--- config.mk ---
export PLATFORM = sky130hd
export DESIGN_NAME = mux_nto1_stream
export DESIGN_NICKNAME = d
export VERILOG_FILES = /design/src/rtl/mux_nto1_stream.sv
export SDC_FILE = /design/constraint.sdc
export NUM_CORES = 1
export LEC_CHECK = 0
export ABC_CLOCK_PERIOD_IN_PS = 1600
export CAP_MARGIN = 20
export CORE_ASPECT_RATIO = 1.5
export CORE_MARGIN = 5
export CORE_UTILIZATION = 30
export DETAILED_ROUTE_END_ITERATION = 7
export PLACE_DENSITY = 0.74
export SETUP_SLACK_MARGIN = 0.4
export SLEW_MARGIN = 25
export SYNTH_ARGS = -nofsm -noshare
export SYNTH_HDL_FRONTEND = slang
export SYNTH_SLANG_ARGS = --single-unit
--- constraint.sdc ---
create_clock -name clk -period 1.6 [get_ports clk]
set_clock_uncertainty 0.1 [all_clocks]
set_input_delay 0.32 -clock clk [delete_from_list [all_inputs] [get_ports clk]]
set_output_delay 0.32 -clock clk [all_outputs]
set_load 0.02 [all_outputs]
--- src/rtl/mux_nto1_stream.sv ---
// mux_nto1_stream: N:1 packet-stream mux, locks one channel per in_last-delimited packet; MUX_RR_EN selects round-robin arbitration instead of sel
module mux_nto1_stream #(
    parameter int N_CH  = 4,
    parameter int WIDTH = 8,
    parameter int SEL_W = $clog2(N_CH)
) (
    input  logic                  clk,
    input  logic                  rst_n,
    input  logic [SEL_W-1:0]      sel,
    input  logic [N_CH*WIDTH-1:0] in_data,
    input  logic [N_CH-1:0]       in_valid,
    input  logic [N_CH-1:0]       in_last,
    output logic [N_CH-1:0]       in_ready,
    output logic [WIDTH-1:0]      out_data,
    output logic                  out_valid,
    output logic                  out_last,
    input  logic                  out_ready,
    output logic                  busy,
    output logic [SEL_W-1:0]      cur_ch
);
    typedef enum logic {IDLE, LOCK} state_t;
    state_t           state;
    logic             lock_req;
    logic [SEL_W-1:0] lock_ch;
    logic             xfer;
`ifdef MUX_RR_EN
    logic [SEL_W-1:0] rr_ptr;
    logic             unused_sel;
    assign unused_sel = ^sel;
    // first valid channel at or after rr_ptr, wrapping; lowest offset wins
    always_comb begin
        lock_req = 1'b0;
        lock_ch  = '0;
        for (int i = N_CH - 1; i >= 0; i--) begin
            if (in_valid[SEL_W'((32'(rr_ptr) + i) % N_CH)]) begin
                lock_req = 1'b1;
                lock_ch  = SEL_W'((32'(rr_ptr) + i) % N_CH);
            end
        end
    end
    // search start moves to the channel after the latest grant; channel 0 after reset
    always_ff @(posedge clk or negedge rst_n) begin
        if (!rst_n)
            rr_ptr <= '0;
        else if (state == IDLE && lock_req)
            rr_ptr <= (32'(lock_ch) == N_CH - 1) ? '0 : lock_ch + 1'b1;
    end
`else
    assign lock_req = (32'(sel) < N_CH) && in_valid[sel];
    assign lock_ch  = sel;
`endif
    // only the locked channel may be accepted, and only when the output slot frees up
    always_comb begin
        in_ready = '0;
        if (state == LOCK)
            in_ready[cur_ch] = !out_valid || out_ready;
    end
    assign xfer = (state == LOCK) && in_valid[cur_ch] && in_ready[cur_ch];
    // packet-lock FSM plus output register with same-cycle drain and load
    always_ff @(posedge clk or negedge rst_n) begin
        if (!rst_n) begin
            state     <= IDLE;
            busy      <= 1'b0;
            cur_ch    <= '0;
            out_valid <= 1'b0;
            out_last  <= 1'b0;
            out_data  <= '0;
        end else begin
            if (state == IDLE) begin
                if (lock_req) begin
                    state  <= LOCK;
                    busy   <= 1'b1;
                    cur_ch <= lock_ch;
                end
            end else if (xfer && in_last[cur_ch]) begin
                state <= IDLE;
                busy  <= 1'b0;
            end
            if (xfer) begin
                out_valid <= 1'b1;
                out_data  <= in_data[32'(cur_ch) * WIDTH +: WIDTH];
                out_last  <= in_last[cur_ch];
            end else if (out_ready) begin
                out_valid <= 1'b0;
            end
        end
    end
endmodule

## Word level (Yosys, flattened, before mapping)

Index checks and enable logic that the tools add are counted.
Widths: inputs -> output; s select.

- Register bits after elaboration: 14
- Latch bits: 0
- Memory bits (read-only): 0
- Word-level logic and storage cells: 42
- Output and inout bits: 17
- Bits in writable memories: 0
- Memories: 0
- Bits of input ports: 45

- Add/subtract/negate cells: 0
- Shift-type cells: 1
- Eq/ne operators: 1
- Div/mod/pow operators: 0
- Magnitude comparators: 3
- Reduce and logical (&&, ||, !) cells: 10
- Bitwise operators: 2
- Mux-type cells: 19
- $mul: 0

Operator list:

| cell | number |
|---|---|
| $shiftx 32x6->8 | 1 |
| $mux 1 | 13 |
| $bmux 1 s2 | 4 |
| $lt 2x3->1 const B | 2 |
| $and 4x4->4 | 1 |
| $logic_and 1x1->1 | 4 |
| $mux 4 | 1 |
| $reduce_and 2->1 | 2 |
| $reduce_bool 2->1 | 2 |
| $demux 1 s2 | 1 |
| $ge 2x1->1 const B | 1 |
| $ne 2x1->1 const B | 1 |
| $logic_not 1->1 | 1 |
| $logic_or 1x1->1 | 1 |
| $not 1->1 | 1 |

## Depth between registers and ports, before layout

Gate-level depths: netlist of run 1.

- Depth after elaboration: 12
- Mapped depth: 4
- Gate-level depth less buffers: 3

## Worst setup path before layout of run 1

Ideal clock, no wire load.

- Kind: register to register
- Start point: register cur_ch[0]
- End point: register out_data[0]
- Arrival time: 1.628 ns
- Period minus slack after synthesis: 1.853 ns
- Required time: 1.375 ns
- Library setup time: 0.125 ns
- Setup slack: -0.253 ns
- Stages on the path, launching flop included: 5
- Path buffers: 1
- Path through: dfrtp_1 buf_6 mux4_2 nand3_4 mux2_2

- Longest elaborated chain between the ends: 9
- Elaborated cells between the ends (all ways): 14
- Classes of those cells: order compare: 2; shift: 1; mux: 7; bitwise: 1; reduce/logical: 3

RTL lines:

| item | line | text |
|---|---|---|
| from (decl) | 19 | `output logic [SEL_W-1:0] cur_ch` |
| from (signal assigned) | 73 | `cur_ch <= lock_ch;` |
| $lt 2x3->1 (implied by the code) or $ge 2x1->1 (tied branches) | 56 | `in_ready[cur_ch] = !out_valid \|\| out_ready;` |
| $logic_and 1x1->1 (implied by the code) | 56 |  |
| $mux 1 (implied by the code) | 56 |  |
| $demux 1 s2 | 56 |  |
| $and 4x4->4 (no line) | -- |  |
| $mux 4 | 55 | `if (state == LOCK)` |
| $bmux 1 s2 | 58 | `assign xfer = (state == LOCK) && in_valid[cur_ch] && in_ready[cur_ch];` |
| $mux 1 (implied by the code) | 58 |  |
| $logic_and 1x1->1 | 58 |  |
| to (signal assigned) | 81 | `out_data <= in_data[32'(cur_ch) * WIDTH +: WIDTH];` |
| to (decl) | 14 | `output logic [WIDTH-1:0] out_data,` |

Several ways; a longest one is shown, not always the timed one. The select of a mux whose other input is x is not followed.
A chain may end at the register's enable or synchronous reset.

## Worst setup path in the final report of run 1

- Start point: register cur_ch[0]
- End point: register out_data[4]

Same word-level chain as after synthesis.

==> results.md, run 1 <==
- Global-route usage over all layers: 0.175
- Die area: 4030 um2
- TritonCTS Buffers: 3
- Violations in the final reports: setup timing
- Pin slew with the least headroom to its limit: 0.194 ns
- Worst hold slack: 0.299 ns
- Minimum setup slack in the final design: -0.264 ns
- Number of buffers added on ports: 61
- Top-level port count: 62
- Critical path arrival: 1.89 ns
- Max Clk Rate: 0.537 GHz
- Share of cell area taken by muxes after synthesis: 0.441
- Number of nets in the layout: 196
- Peak fanout along the critical path: 5
- Fraction of the mapped netlist area in adder cells: 0
- Slack of the worst reg-to-reg path: -0.26 ns
- Post-Layout Inst Area: 2000 um2
- Final-report setup violation count: 19
- DRT iter0 DRCs: 25
- Area fraction of the dominant cell type after synthesis: 0.411
- Most frequent cell after synthesis: sky130_fd_sc_hd__dfrtp_1
- RSZ-0062 raised after global routing: yes
- Global-route wire length before repair: 5000 um
- Vias after detailed routing: 892
- Library cells used by synthesis: 15
- Number of diodes: 0
- Sequential element share of the synthesized area: 0.411
- Worst slack after detailed placement: -0.750 ns
- Sinks on Clock Net: 14
- Routed WL: 3380 um
- Post-Place Cell Area: 1630 um2
- Largest vdd supply drop: 1040 uV
- Total standard cell area after synthesis: 852 um2
- Number of pins with negative max-slew slack in the final report: 0
- Root buffer cell: sky130_fd_sc_hd__clkbuf_8
- Type of destination of the critical path: flop
- Share of layout cells above drive strength 1: 0.593
- Number of buffers on the longest clock path: 2
- Number of global-route vias before repair: 1,023
- Total leakage power: 0.000899 uW
- Skew-Pair Late Insertion Delay: 0.25 ns
- DR WL/cell: 18.1 um
- Xor/xnor share of the synthesized area: 0
- Final HPWL from detailed placement: 2230 um
- Post-synth EDFFs: 0
- Starting utilization of the core area: 0.315
- Number of DRC violations after detailed routing: 0
- P per Cell Area: 1990 nW/um2
- Layout overhead on the synthesized area: 135%
- DR pass1 iterations: 2
- Start-to-end type of the worst setup path: flop to flop
- Max-cap violations: 0
- Synth Register Bits: 14
- Cell row count: 23
- Cell types occupying the most area after synthesis: sky130_fd_sc_hd__dfrtp_1, sky130_fd_sc_hd__mux4_2, sky130_fd_sc_hd__mux2_2
- Hold Path Class: input pin to async pin
- Cell taking the most area after synthesis: sky130_fd_sc_hd__dfrtp_1
- Routed vias/inst: 4.77
- Instance count of the mapped netlist: 51
- Post-Syn Nets: 96
- Die Y-Extent: 75.3 um
- Overall power consumption: 3980 uW
- Synthesis warning total: 0
- Horiz. Die Dim: 53.5 um
- Most instantiated cells after synthesis: sky130_fd_sc_hd__dfrtp_1, sky130_fd_sc_hd__mux2_2, sky130_fd_sc_hd__mux4_2
- Async set-or-reset flop fraction in the synthesized netlist: 1.00
- GP Congestion: 0.747
- Number of antenna violations at the first check in global routing: 0
- Hold violation total from the final report: 0
- Required time worst endpoint: 1.63 ns
- Launching element type of the critical path: flop
- Ys flop type: sky130_fd_sc_hd__dfrtp_1
- CTS H-tree depth: 1
- Post-synthesis compound-gate area fraction: 0.0323
- Result of the run: finished with violations
- Global-route congestion overflow total: 0
- Hold buffer count at cts: 0
- Worst max-slew margin expressed relative to the limit: 0.871
- Largest net degree at the start of global routing: 15
- Clock tree from TritonCTS: yes
- Crit path time final: 1.86 ns
- Dominant combinational cell family by area after synthesis: multiplexers
- Antenna Nets Post-Route: 0
- Synthesized area per cell: 16.7 um2
- Placeable core region: 2710 um2
- Final Cycle Share: 1.16
- Area share of and/or/nand/nor cells after synthesis: 0.0852
- Clock transition at the registers of the reported paths: 0.06 ns
metrics by stage:
stage / TNS [ns] / std cells / utilization
after CTS: -2.12 / 180 / 0.714
after global placement: -8.06 / 159 / 0.603
final: -3.06 / 187 / 0.740
after floorplan: -1.44 / 51 / -
after global routing: -3.67 / 187 / 0.740
after detailed placement: -8.22 / 159 / 0.603
registers in the layout (all words and copies together) (netlist names):
signal / cells
cur_ch: 2
out_last: 1
out_data: 8
busy: 1
out_valid: 1
state: 1
metal layers:
| metal | track usage | share of wire | wire (um) | vias up |
|---|---|---|---|---|
| met2 | 0.322 | 0.59 | 1990 | 37 |
| met4 | 0.0881 | 0.013 | 44 | 0 |
| li1 | - | - | - | 406 |
| met5 | 0 | 0 | 0 | - |
| met3 | 0.0356 | 0.057 | 192 | 4 |
| met1 | 0.183 | 0.34 | 1150 | 445 |
logic make-up (layout without fill, tap and decap cells):
group,after synthesis,in the layout
AOI/OAI and AO/OA,3,3
buffers and inverters,3,102
muxes,21,21
DFF,14,14
and+or+nand+nor,10,10
cells in the final DEF, fill, tap and decap left out, types with 2 or more instances in the layout:
cell type                         netlist  layout
sky130_fd_sc_hd__nand2b_4               0       2
sky130_fd_sc_hd__mux4_1                 4       3
sky130_fd_sc_hd__nor3b_4                0       2
sky130_fd_sc_hd__buf_6                  2      29
sky130_fd_sc_hd__buf_4                  0      22
sky130_fd_sc_hd__clkbuf_8               0       3
sky130_fd_sc_hd__dlygate4sd2_1          0       2
sky130_fd_sc_hd__a21bo_2                2       2
sky130_fd_sc_hd__mux4_2                 7       8
sky130_fd_sc_hd__dfrtp_2                0       3
sky130_fd_sc_hd__mux2_4                 0       9
sky130_fd_sc_hd__clkdlybuf4s50_1        0      42
sky130_fd_sc_hd__dfrtp_1               14      11
sky130_fd_sc_hd__buf_12                 0       3
layout make-up:
type	instances	area [um2]
multi-input combinational	34	567
clock buffer	4	45.0
tap	37	46.3
fill	196	703
timing repair buffer	98	990
sequential	14	354
critical path: stages, from the launching register on:
cell and delay, ns:
sky130_fd_sc_hd__dfrtp_2 0.41, sky130_fd_sc_hd__buf_12 0.12, sky130_fd_sc_hd__mux4_2 0.55, sky130_fd_sc_hd__nand3_4 0.12
sky130_fd_sc_hd__buf_6 0.14, sky130_fd_sc_hd__mux2_4 0.30
power by group:
part           leakage [uW]  total [uW]  switching [uW]  internal (uW)
clock network     0.0000228         310             133            176
logic              0.000716        2960            1090           1860
registers          0.000160         711             161            550
worst paths after layout:
check                           from     endpoint  depth (start not counted)
min                            rst_n  out_data[6]                          2
min in group clk            out_last     out_last                          1
min reg2reg                 out_last     out_last                          1
max reg2reg                cur_ch[0]  out_data[4]                          5
max in group asynchronous      rst_n    out_valid                          2
max                        cur_ch[0]  out_data[4]                          5
timing repair:
item / 4_1_cts / 5_1_grt
setup buffers: 17 / 7
gates resized for setup: 126 / 5
endpoints found under the setup margin: 31 / 30
pin swaps: 7 / 2
(Power assumes the default switching activity.)
==> inputs of run 2 (changes only) <==
- REMOVE_ABC_BUFFERS: not set -> 1
==> run 2 against run 1 <==
The flow still finishes with violations (setup timing). Global-route usage fell by 1.8 points. Worst setup slack improved by 0.16 ns. Count of clock-buffer cells in the layout stayed put. Final area down 9.6%. Sequential share of layout area up 1.8 points. Register-to-register slack better by 0.16 ns. Critical endpoint is now out_data[2].
==> results.md, run 2 (synthesis results as in run 1) <==
- Switching power summed over all nets: 1200 uW (-13%)
- Hold buffer count at cts: 0 (unchanged)
- Root buffer cell: sky130_fd_sc_hd__clkbuf_8
- Part of the total power dissipated in sequential elements: 0.208 (+0.029)
- Hold violation total from the final report: 0 (unchanged)
- Start-to-end type of the worst setup path: flop to flop
- Type of destination of the critical path: flop
- Cell Int Power: 2180 uW (-16%)
- Layout overhead on the synthesized area: 112%
- Clock transition at the registers of the reported paths: 0.06 ns (about the same)
- Cell row count: 23 (unchanged)
- Crit path time final: 1.70 ns (-0.164 ns)
- Number of diodes: 0 (unchanged)
- Number of global-route vias before repair: 962 (-6.0%)
- DR WL/cell: 16.9 um (-6.7%)
- Number of DRC violations after detailed routing: 0 (unchanged)
- Worst hold slack: 0.229 ns (-0.0703 ns)
- Share of layout cells above drive strength 1: 0.533 (-0.0605)
- Final Cycle Share: 1.06 (-0.103)
- Launching element type of the critical path: flop
- Die area: 4030 um2 (unchanged)
- Number of flip-flops in the largest register: 8 (unchanged)
- Horiz. Die Dim: 53.5 um (unchanged)
- Largest net degree at the start of global routing: 15 (unchanged)
- Minimum setup slack in the final design: -0.0994 ns (+0.164 ns)
- Pin slew with the least headroom to its limit: 0.209 ns (+0.0156 ns)
- Largest vdd supply drop: 907 uV (-13%)
- Combinational share of power: 0.686 (-0.057)
- Number of antenna violations at the first check in global routing: 0 (unchanged)
- DRT iter0 DRCs: 3 (-88%)
- Max-cap violations: 0 (unchanged)
- Final-report setup violation count: 15 (-4)
- Die Y-Extent: 75.3 um (unchanged)
- Fraction of power consumed by the clock network: 0.106 (+0.028)
- Global-route wire length before repair: 4330 um (-13%)
- Setup Total Neg Slack: -0.919 ns (+2.14 ns)
- CTS H-tree depth: 1 (unchanged)
- P per Cell Area: 1870 nW/um2 (-5.9%)
- Number of pins with negative max-slew slack in the final report: 0 (unchanged)
- Standard cell with the maximum stage delay on the critical path: sky130_fd_sc_hd__mux4_2
- Switching fraction of total power: 0.356 (+0.00685)
- Worst slack after detailed placement: -0.648 ns (+0.102 ns)
- Result of the run: finished with violations
- Violations in the final reports: setup timing
- Peak fanout along the critical path: 5 (unchanged)
- Most frequent standard cell in the layout excluding fill and tap cells: sky130_fd_sc_hd__clkdlybuf4s50_1
- Skew-Pair Late Insertion Delay: 0.26 ns (about the same)
- Routed WL: 2940 um (-13%)
- Max Clk Rate: 0.588 GHz (+9.7%)
- Routed vias/inst: 4.82 (+1.1%)
- Post-Place Cell Area: 1570 um2 (-3.5%)
- DR pass1 iterations: 4 (+2)
- TritonCTS Buffers: 3 (unchanged)
- Delay of the slowest cell on the worst path: 0.60 ns (+0.05 ns)
- Top library cells by usage in the layout, fill and taps aside: sky130_fd_sc_hd__clkdlybuf4s50_1, sky130_fd_sc_hd__buf_4, sky130_fd_sc_hd__buf_6, sky130_fd_sc_hd__dfrtp_1, sky130_fd_sc_hd__mux2_4
- Vias after detailed routing: 839 (-5.9%)
- Global-route usage over all layers: 0.157 (-0.0179)
- Cell depth of the worst min-delay path: 2
- GP Congestion: 0.739 (-1.0%)
- Clock tree from TritonCTS: yes
- Ordered list of cells on the worst path: mux4_2 > nand3_4 > mux2_4
- Final standard cell utilization of the core: 0.669 (-0.0712)
- Sinks on Clock Net: 14 (unchanged)
- Antenna Nets Post-Route: 0 (unchanged)
- Global-route congestion overflow total: 0 (unchanged)
- Total leakage power: 0.000814 uW (-9.5%)
- Worst max-slew margin expressed relative to the limit: 0.861 (-0.00982)
- Placeable core region: 2710 um2 (unchanged)
- Number of buffers on the longest clock path: 2 (unchanged)
- Hold Path Class: input pin to flop
- Number of nets in the layout: 183 (-6.6%)
- Top reg by flops: out_data
- Post-Layout Inst Area: 1810 um2 (-9.6%)
- Number of buffers added on ports: 61 (unchanged)
- Worst reg2reg path depth: 3 (-2)
- Required time worst endpoint: 1.64 ns (about the same)
- Starting utilization of the core area: 0.315 (unchanged)
- Critical path arrival: 1.73 ns (-0.16 ns)
- RSZ-0062 raised after global routing: yes
- Final HPWL from detailed placement: 2150 um (-3.5%)
- Largest registers: out_data (8), cur_ch (2)
- Top-level port count: 62 (unchanged)
==> run 2: worst paths after layout <==
path	slack (ns)	endpoint	from
setup reg to reg	-0.1	out_data[2]	cur_ch[0]
max in group asynchronous	0.94	cur_ch[0]	rst_n
hold / removal	0.23	cur_ch[0]	sel[0]
setup / recovery	-0.1	out_data[2]	cur_ch[0]
min in group asynchronous	0.28	out_valid	rst_n
hold reg to reg	0.41	busy	busy
==> run 2: metrics by stage <==
step | total power [uW] | cells
after floorplan | 1640 | 48
after global placement | 2480 | 158
after detailed placement | 2520 | 158
after CTS | 3170 | 169
after global routing | 3560 | 174
final | 3380 | 174
==> run 2: worst max-delay path, delay by kind of cell, from the launching register on <==
| family | cells | cell delay [ns] |
|---|---|---|
| flops | 1 | 0.40 |
| mux | 2 | 0.91 |
| simple gates | 1 | 0.16 |
==> run 2: final cells by class <==
cell class | instances | area [um2]
Multi-Input combinational cell | 35 | 564
Sequential cell | 14 | 353
Clock buffer | 4 | 55.1
Tap cell | 37 | 46.3
Fill cell | 218 | 896
Timing Repair Buffer | 84 | 791
==> run 2: metal layers <==
layer | vias up | global-route usage | share of wire
li1 | 384 | - | -
met1 | 408 | 0.138 | 0.32
met2 | 43 | 0.308 | 0.59
met3 | 4 | 0.0297 | 0.065
met4 | 0 | 0.102 | 0.025
met5 | - | 0 | 0
==> run 2: repair_timing <==
action / 4_1_cts / 5_1_grt
gates cloned: 1 / 0
buffers inserted: 6 / 5
pin swaps: 6 / 3
gates resized for setup: 121 / 11
endpoints found under the setup margin: 31 / 31
==> run 2: power by group through the flow <==
| stage | combinational [uW] | sequential, uW | clock [uW] |
|---|---|---|---|
| 4_1_cts | 2130 | 686 | 354 |
| 3_5_place_dp | 1830 | 684 | 0 |
| 2_1_floorplan | 692 | 945 | 0 |
| 3_3_place_gp | 1800 | 674 | 0 |
| 6_report | 2320 | 703 | 359 |
| 5_1_grt | 2450 | 727 | 379 |
==> inputs of run 3 (changes only) <==
- CORE_ASPECT_RATIO: 1.5 -> 0.9
- GPL_ROUTABILITY_DRIVEN: not set -> 0
==> run 3 against run 2 <==
The run still ends with setup timing left. Cell count increased by 0.57%. Count of clock-buffer cells in the layout is 1 lower. Via count increased by 1.2%. Die area decreased by 0.51%. Non-clock buffer count shrank 1. Worst hold slack got worse by 0.055 ns. Maximum frequency shrank 1.4%. Sequential share of layout area is 0.080 points higher. Combinational power grew 4%. Critical path depth stayed put. Critical path type unchanged. Largest cell class unchanged. Largest power group unchanged.
==> results.md, run 3 (synthesis results as in run 1) <==
- Crit path time final: 1.72 ns (+0.0239 ns)
- Critical path arrival: 1.79 ns (+0.06 ns)
- CTS H-tree depth: 1 (unchanged)
- Hold worst-path end: cur_ch[0]
- Vias after detailed routing: 849 (+1.2%)
- Reg-to-reg startpoint: cur_ch[0]
- Violations in the final reports: setup timing
- Antenna Nets Post-Route: 0 (unchanged)
- Multi-input combinational cell area: 573 um2 (+1.6%)
- Root buffer cell: sky130_fd_sc_hd__clkbuf_4
- Sinks on Clock Net: 14 (unchanged)
- Minimum setup slack in the final design: -0.123 ns (-0.0239 ns)
- Total leakage power: 0.000807 uW (-0.89%)
- Buffers & Inverters on Critical Path: 0 (unchanged)
- Starting utilization of the core area: 0.313 (-0.00231)
- Number of pins with negative max-slew slack in the final report: 0 (unchanged)
- Register Area: 352 um2 (-0.35%)
- Overall power consumption: 3310 uW (-2.2%)
- Horiz. Die Dim: 66.2 um (+24%)
- Peak fanout along the critical path: 5 (unchanged)
- Routed vias/inst: 4.85 (+0.61%)
- Layout overhead on the synthesized area: 111%
- DRT iter0 DRCs: 9 (+6)
- Post-Layout Inst Area: 1800 um2 (-0.76%)
- Number of diodes: 0 (unchanged)
- Ordered list of cells on the worst path: mux4_2 > nand3_4 > mux2_4
- Standard cell with the maximum stage delay on the critical path: sky130_fd_sc_hd__mux4_2
- Final HPWL from detailed placement: 2060 um (-4.1%)
- Global-route congestion overflow total: 0 (unchanged)
- TritonCTS Buffers: 3 (unchanged)
- Number of global-route vias before repair: 977 (+1.6%)
- Hold path start: sel[0]
- Number of DRC violations after detailed routing: 0 (unchanged)
- Result of the run: finished with violations
- Hold violation total from the final report: 0 (unchanged)
- Number of filler instances in the final layout: 207 (-5.0%)
- Most frequent standard cell in the layout excluding fill and tap cells: sky130_fd_sc_hd__clkdlybuf4s50_1
- Type of destination of the critical path: flop
- Cell type group with the largest total delay on the critical path: multiplexers
- Delay of the slowest cell on the worst path: 0.60 ns (about the same)
- Cell row count: 18 (-22%)
- Hold Path Class: input pin to flop
- Number of nets in the layout: 182 (-0.55%)
- Max-cap violations: 0 (unchanged)
- Skew-Pair Late Insertion Delay: 0.28 ns (+0.02 ns)
- Global-route wire length before repair: 4530 um (+4.8%)
- Cell depth of the worst min-delay path: 2 (unchanged)
- Launching element type of the critical path: flop
- Clock transition at the registers of the reported paths: 0.08 ns (+0.02 ns)
- Routed WL: 2830 um (-3.7%)
- RSZ-0062 raised after global routing: yes
- Top reg by flops: out_data
- Number of buffers on the longest clock path: 2 (unchanged)
- Worst reg2reg path depth: 3 (unchanged)
- Number of buffers added on ports: 61 (unchanged)
- Clock tree from TritonCTS: yes
- Share of layout cells above drive strength 1: 0.570 (+0.0375)
- R2r endpoint: out_data[5]
- Placeable core region: 2730 um2 (+0.74%)
- Max Clk Rate: 0.580 GHz (-1.4%)
- Pin slew with the least headroom to its limit: 0.185 ns (-0.0241 ns)
- Largest net degree at the start of global routing: 15 (unchanged)
- Worst max-slew margin expressed relative to the limit: 0.877 (+0.0155)
- Final Cycle Share: 1.08 (+0.0149)
- P per Cell Area: 1840 nW/um2 (-1.4%)
- Number of flip-flops in the largest register: 8 (unchanged)
- DR pass1 iterations: 4 (unchanged)
- CP startpoint: cur_ch[0]
- Global-route usage over all layers: 0.155 (-0.00244)
- Top library cells by usage in the layout, fill and taps aside: sky130_fd_sc_hd__clkdlybuf4s50_1, sky130_fd_sc_hd__buf_6, sky130_fd_sc_hd__buf_4, sky130_fd_sc_hd__dfrtp_1, sky130_fd_sc_hd__mux2_4
- Largest registers: out_data (8), cur_ch (2)
- Final-report setup violation count: 15 (unchanged)
- Required time worst endpoint: 1.66 ns (+0.02 ns)
- Top-level port count: 62 (unchanged)
- Largest vdd supply drop: 831 uV (-8.3%)
- Slack of the worst reg-to-reg path: -0.12 ns (-0.02 ns)
- Start-to-end type of the worst setup path: flop to flop
- DR WL/cell: 16.1 um (-4.3%)
- Number of antenna violations at the first check in global routing: 0 (unchanged)
- Die Y-Extent: 60.6 um (-20%)
- Die area: 4010 um2 (-0.51%)
- Post-Place Cell Area: 1550 um2 (-1.2%)
run 3: worst max path at each step:
stage,to,cells after the start
after global placement,in_ready[2],5
after global routing,out_data[2],3
after CTS,out_data[1],3
final,out_data[5],3
after floorplan,out_data[0],3
after detailed placement,in_ready[2],5
run 3: metal layers:
metal | global-route usage | vias up | part of all wire
met5 | 0 | - | 0
met4 | 0.0348 | 0 | 0.0071
met1 | 0.171 | 428 | 0.37
met2 | 0.274 | 36 | 0.55
li1 | - | 383 | -
met3 | 0.0722 | 2 | 0.081
run 3: what timing repair did:
action                                  in CTS  in global routing
setup buffers                               10                  3
hold buffers                                 0                  0
endpoints found under the setup margin      31                 31
gates cloned                                 1                  0
resized for setup                          138                 12
pin swaps                                    4                  5
run 3: where the power goes:
part / switching (uW) / leakage, uW / internal, uW
sequential: 153 / 0.000162 / 544
combinational: 952 / 0.000631 / 1460
clock: 108 / 0.0000138 / 87.3
run 3: final cells by class:
type	instances	share of cell area
repair buffers	83	0.445
flip-flops and latches	14	0.196
multi-input cells	35	0.319
clock buffers	3	0.0125
well taps	40	0.0279
run 3: per-stage QoR:
step	TNS, ns	util	instances	hold WS [ns]	setup WS [ns]
2_1_floorplan	-5.60	-	48	-0.0756	-0.518
3_3_place_gp	-7.81	0.570	158	0.386	-0.650
3_5_place_dp	-8.17	0.570	158	0.396	-0.655
4_1_cts	-1.11	0.637	172	0.172	-0.101
5_1_grt	-1.93	0.659	175	0.161	-0.155
6_report	-1.11	0.659	175	0.174	-0.123
==> variant, RTL diff (settings of run 2) <==
The parameter `WIDTH` goes from 8 to 12.
--- a/src/rtl/mux_nto1_stream.sv
+++ b/src/rtl/mux_nto1_stream.sv
@@ -1,7 +1,7 @@
 // mux_nto1_stream: N:1 packet-stream mux, locks one channel per in_last-delimited packet; MUX_RR_EN selects round-robin arbitration instead of sel
 module mux_nto1_stream #(
     parameter int N_CH  = 4,
-    parameter int WIDTH = 8,
+    parameter int WIDTH = 12,
     parameter int SEL_W = $clog2(N_CH)
 ) (
     input  logic                  clk,
Ports: changed (resized in_data and out_data); port bits go from 62 to 82. The function was not compared with the original's and may differ.
==> variant against run 2 <==
- the run still ends with negative setup slack left
- wire length up 40%
- sequential cell count up 4
- worst setup slack worse by 0.075 ns
- fmax down 4.2%
- synthesized area rose by 40%
- non-clock buffer count grew 39
- cell count grew 36%
- synthesized cell count is 35% higher
- power is 26% higher
- count of clock-buffer cells in the layout is 1 lower
- design area is 39% higher
==> variant: results (changes against run 2) <==
stage	metric	value	unit	change
status	outcome	finished, violations left		
status	failing checks	negative setup slack		
clock_tree	H-Tree Depth	1		unchanged
timing	fin. max-slew vios	0		unchanged
cells_and_area	Antenna Cells	0		unchanged
synth	Post-synth top cells	18 x dfrtp_1, 8 x mux2_4, 8 x mux4_1		
clock_tree	Max clock buf depth	2		unchanged
cells_and_area	Top Registers	out_data (12), cur_ch (2)		
cells_and_area	fin nets	254		+39%
clock_tree	root buffer selected by CTS	clkbuf_8		
placement	dpl cells	206		+30%
global_route	antenna violations before repair	0		unchanged
routing	DRT iter0 DRCs	30		+27
timing	Worst Setup Slack, final	-0.175	ns	-0.0753 ns
timing	Slew HR	0.818		-0.0431
synth	top area cells in the synthesized netlist	dfrtp_1 38%, mux4_1 18%, mux4_2 13%		
synth	ys async rst share	1.00		unchanged
setup_path	CP arrival	1.81	ns	+0.08 ns
clock_tree	worst skew pair latency	0.25	ns	
timing	Final setup viols	20		+5
global_route	first-pass GRT wire length	6.24	mm	+44%
setup_path	RR Startpoint	cur_ch[0]		
power_and_ir_drop	Worst VDD drop	0.00115	V	+27%
synth	Yosys cell types	25		+10
placement	placed cell area	2120	µm²	+35%
setup_path	R2R depth	3		unchanged
cells_and_area	layout cell share with drive strength beyond 1	0.545		+0.0117
timing	hold slack final	0.300	ns	+0.0708 ns
routing	Routed WL	4.11	mm	+40%
timing	post-route setup TNS	-2.38	ns	-1.47 ns
routing	routed via count	1156		+38%
setup_path	crit-path max FO	7		+2
placement	Place WS	-0.666	ns	-0.0173 ns
routing	antenna-violating nets left	0		unchanged
routing	first drt pass iteration count	4		unchanged
power_and_ir_drop	Leak	0.00114	µW	+40%
placement	Post-DP HPWL	3.01	mm	+40%
synth	sequential cell area fraction in the yosys report	0.378		-0.0330
global_route	GRT Overall Usage	0.159		+0.00174
placement	Placer Congestion	0.655		-11%
global_route	vias in the first global route	1336		+39%
global_route	pin count of the biggest net entering global routing	19		+4
clock_tree	Reg clk slew, reported paths	0.07	ns	
synth	Synth Instances	69		+35%
setup_path	CP max stage cell	mux4_2		
placement	IO Port Bufs	81		+33%
setup_path	capture point of the worst reg-to-reg path	out_data[1]		
cells_and_area	fill count	303		+39%
synth	yosys warns	0		unchanged
cells_and_area	Cell Count, Final, Fillers Out	236		+36%
clock_tree	Num CTS Buffers	3		unchanged
setup_path	Largest stage delay, worst path	0.61	ns	
setup_path	Worst path top cell family by delay	multiplexers		
hold_path	HP Class	in2async		
==> variant: changes by cell type after synthesis, moves of 2 or more <==
cell	delta
mux2_4	+8
mux4_1	+4
mux2i_1	+2
mux2_2	-6
dfrtp_1	+4
==> variant: cells by family after synthesis <==
group                  after synthesis  synth area share
AOI/OAI and AO/OA                    6            0.0399
buffers and inverters                5            0.0462
DFF                                 18             0.378
muxes                               30             0.474
and+or+nand+nor                     10            0.0620
==> variant: worst max path at each step <==
stage               slack, ns  cells after the start     endpoint       from
CTS                     -0.17                      3  out_data[1]  cur_ch[0]
detailed placement      -0.67                      5  in_ready[2]  out_ready
global placement        -0.62                      5  in_ready[2]  out_ready
global route            -0.21                      3  out_data[1]  cur_ch[0]
finish                  -0.17                      3  out_data[1]  cur_ch[0]
floorplan               -0.71                      3  out_data[0]  cur_ch[0]
==> variant: where the power goes <==
part | internal (µW) | switching (µW)
sequential | 697 | 227
clock | 167 | 144
combinational | 1910 | 1120
==> variant: cell type report <==
type | instances | area (µm²) | share of cell area
repair buffers | 123 | 1190 | 0.473
multi-input cells | 47 | 769 | 0.307
flip-flops and latches | 18 | 454 | 0.181
well taps | 45 | 56.3 | 0.0224
clock buffers | 3 | 41.3 | 0.0165
==> variant: worst register-to-register path, cell delays in order, from the launching register on <==
cell and delay [ns]:
dfrtp_2 0.42, mux4_2 0.61, nand3_4 0.19, mux2_4 0.33
==> variant: routing by layer <==
metal / GRT usage / vias up / wire length, µm
met2: 0.307 / 56 / 2400
met5: 0 / - / 0
li1: - / 532 / -
met1: 0.169 / 566 / 1350
met4: 0.0290 / 0 / 10
met3: 0.0371 / 2 / 353
==> variant: timing repair <==
action	in CTS	in global routing
setup buffers	18	8
resized for setup	158	15
cloned	1	0
endpoints found under the setup margin	39	39
pin swaps	5	3
hold endpoints to repair	0	0
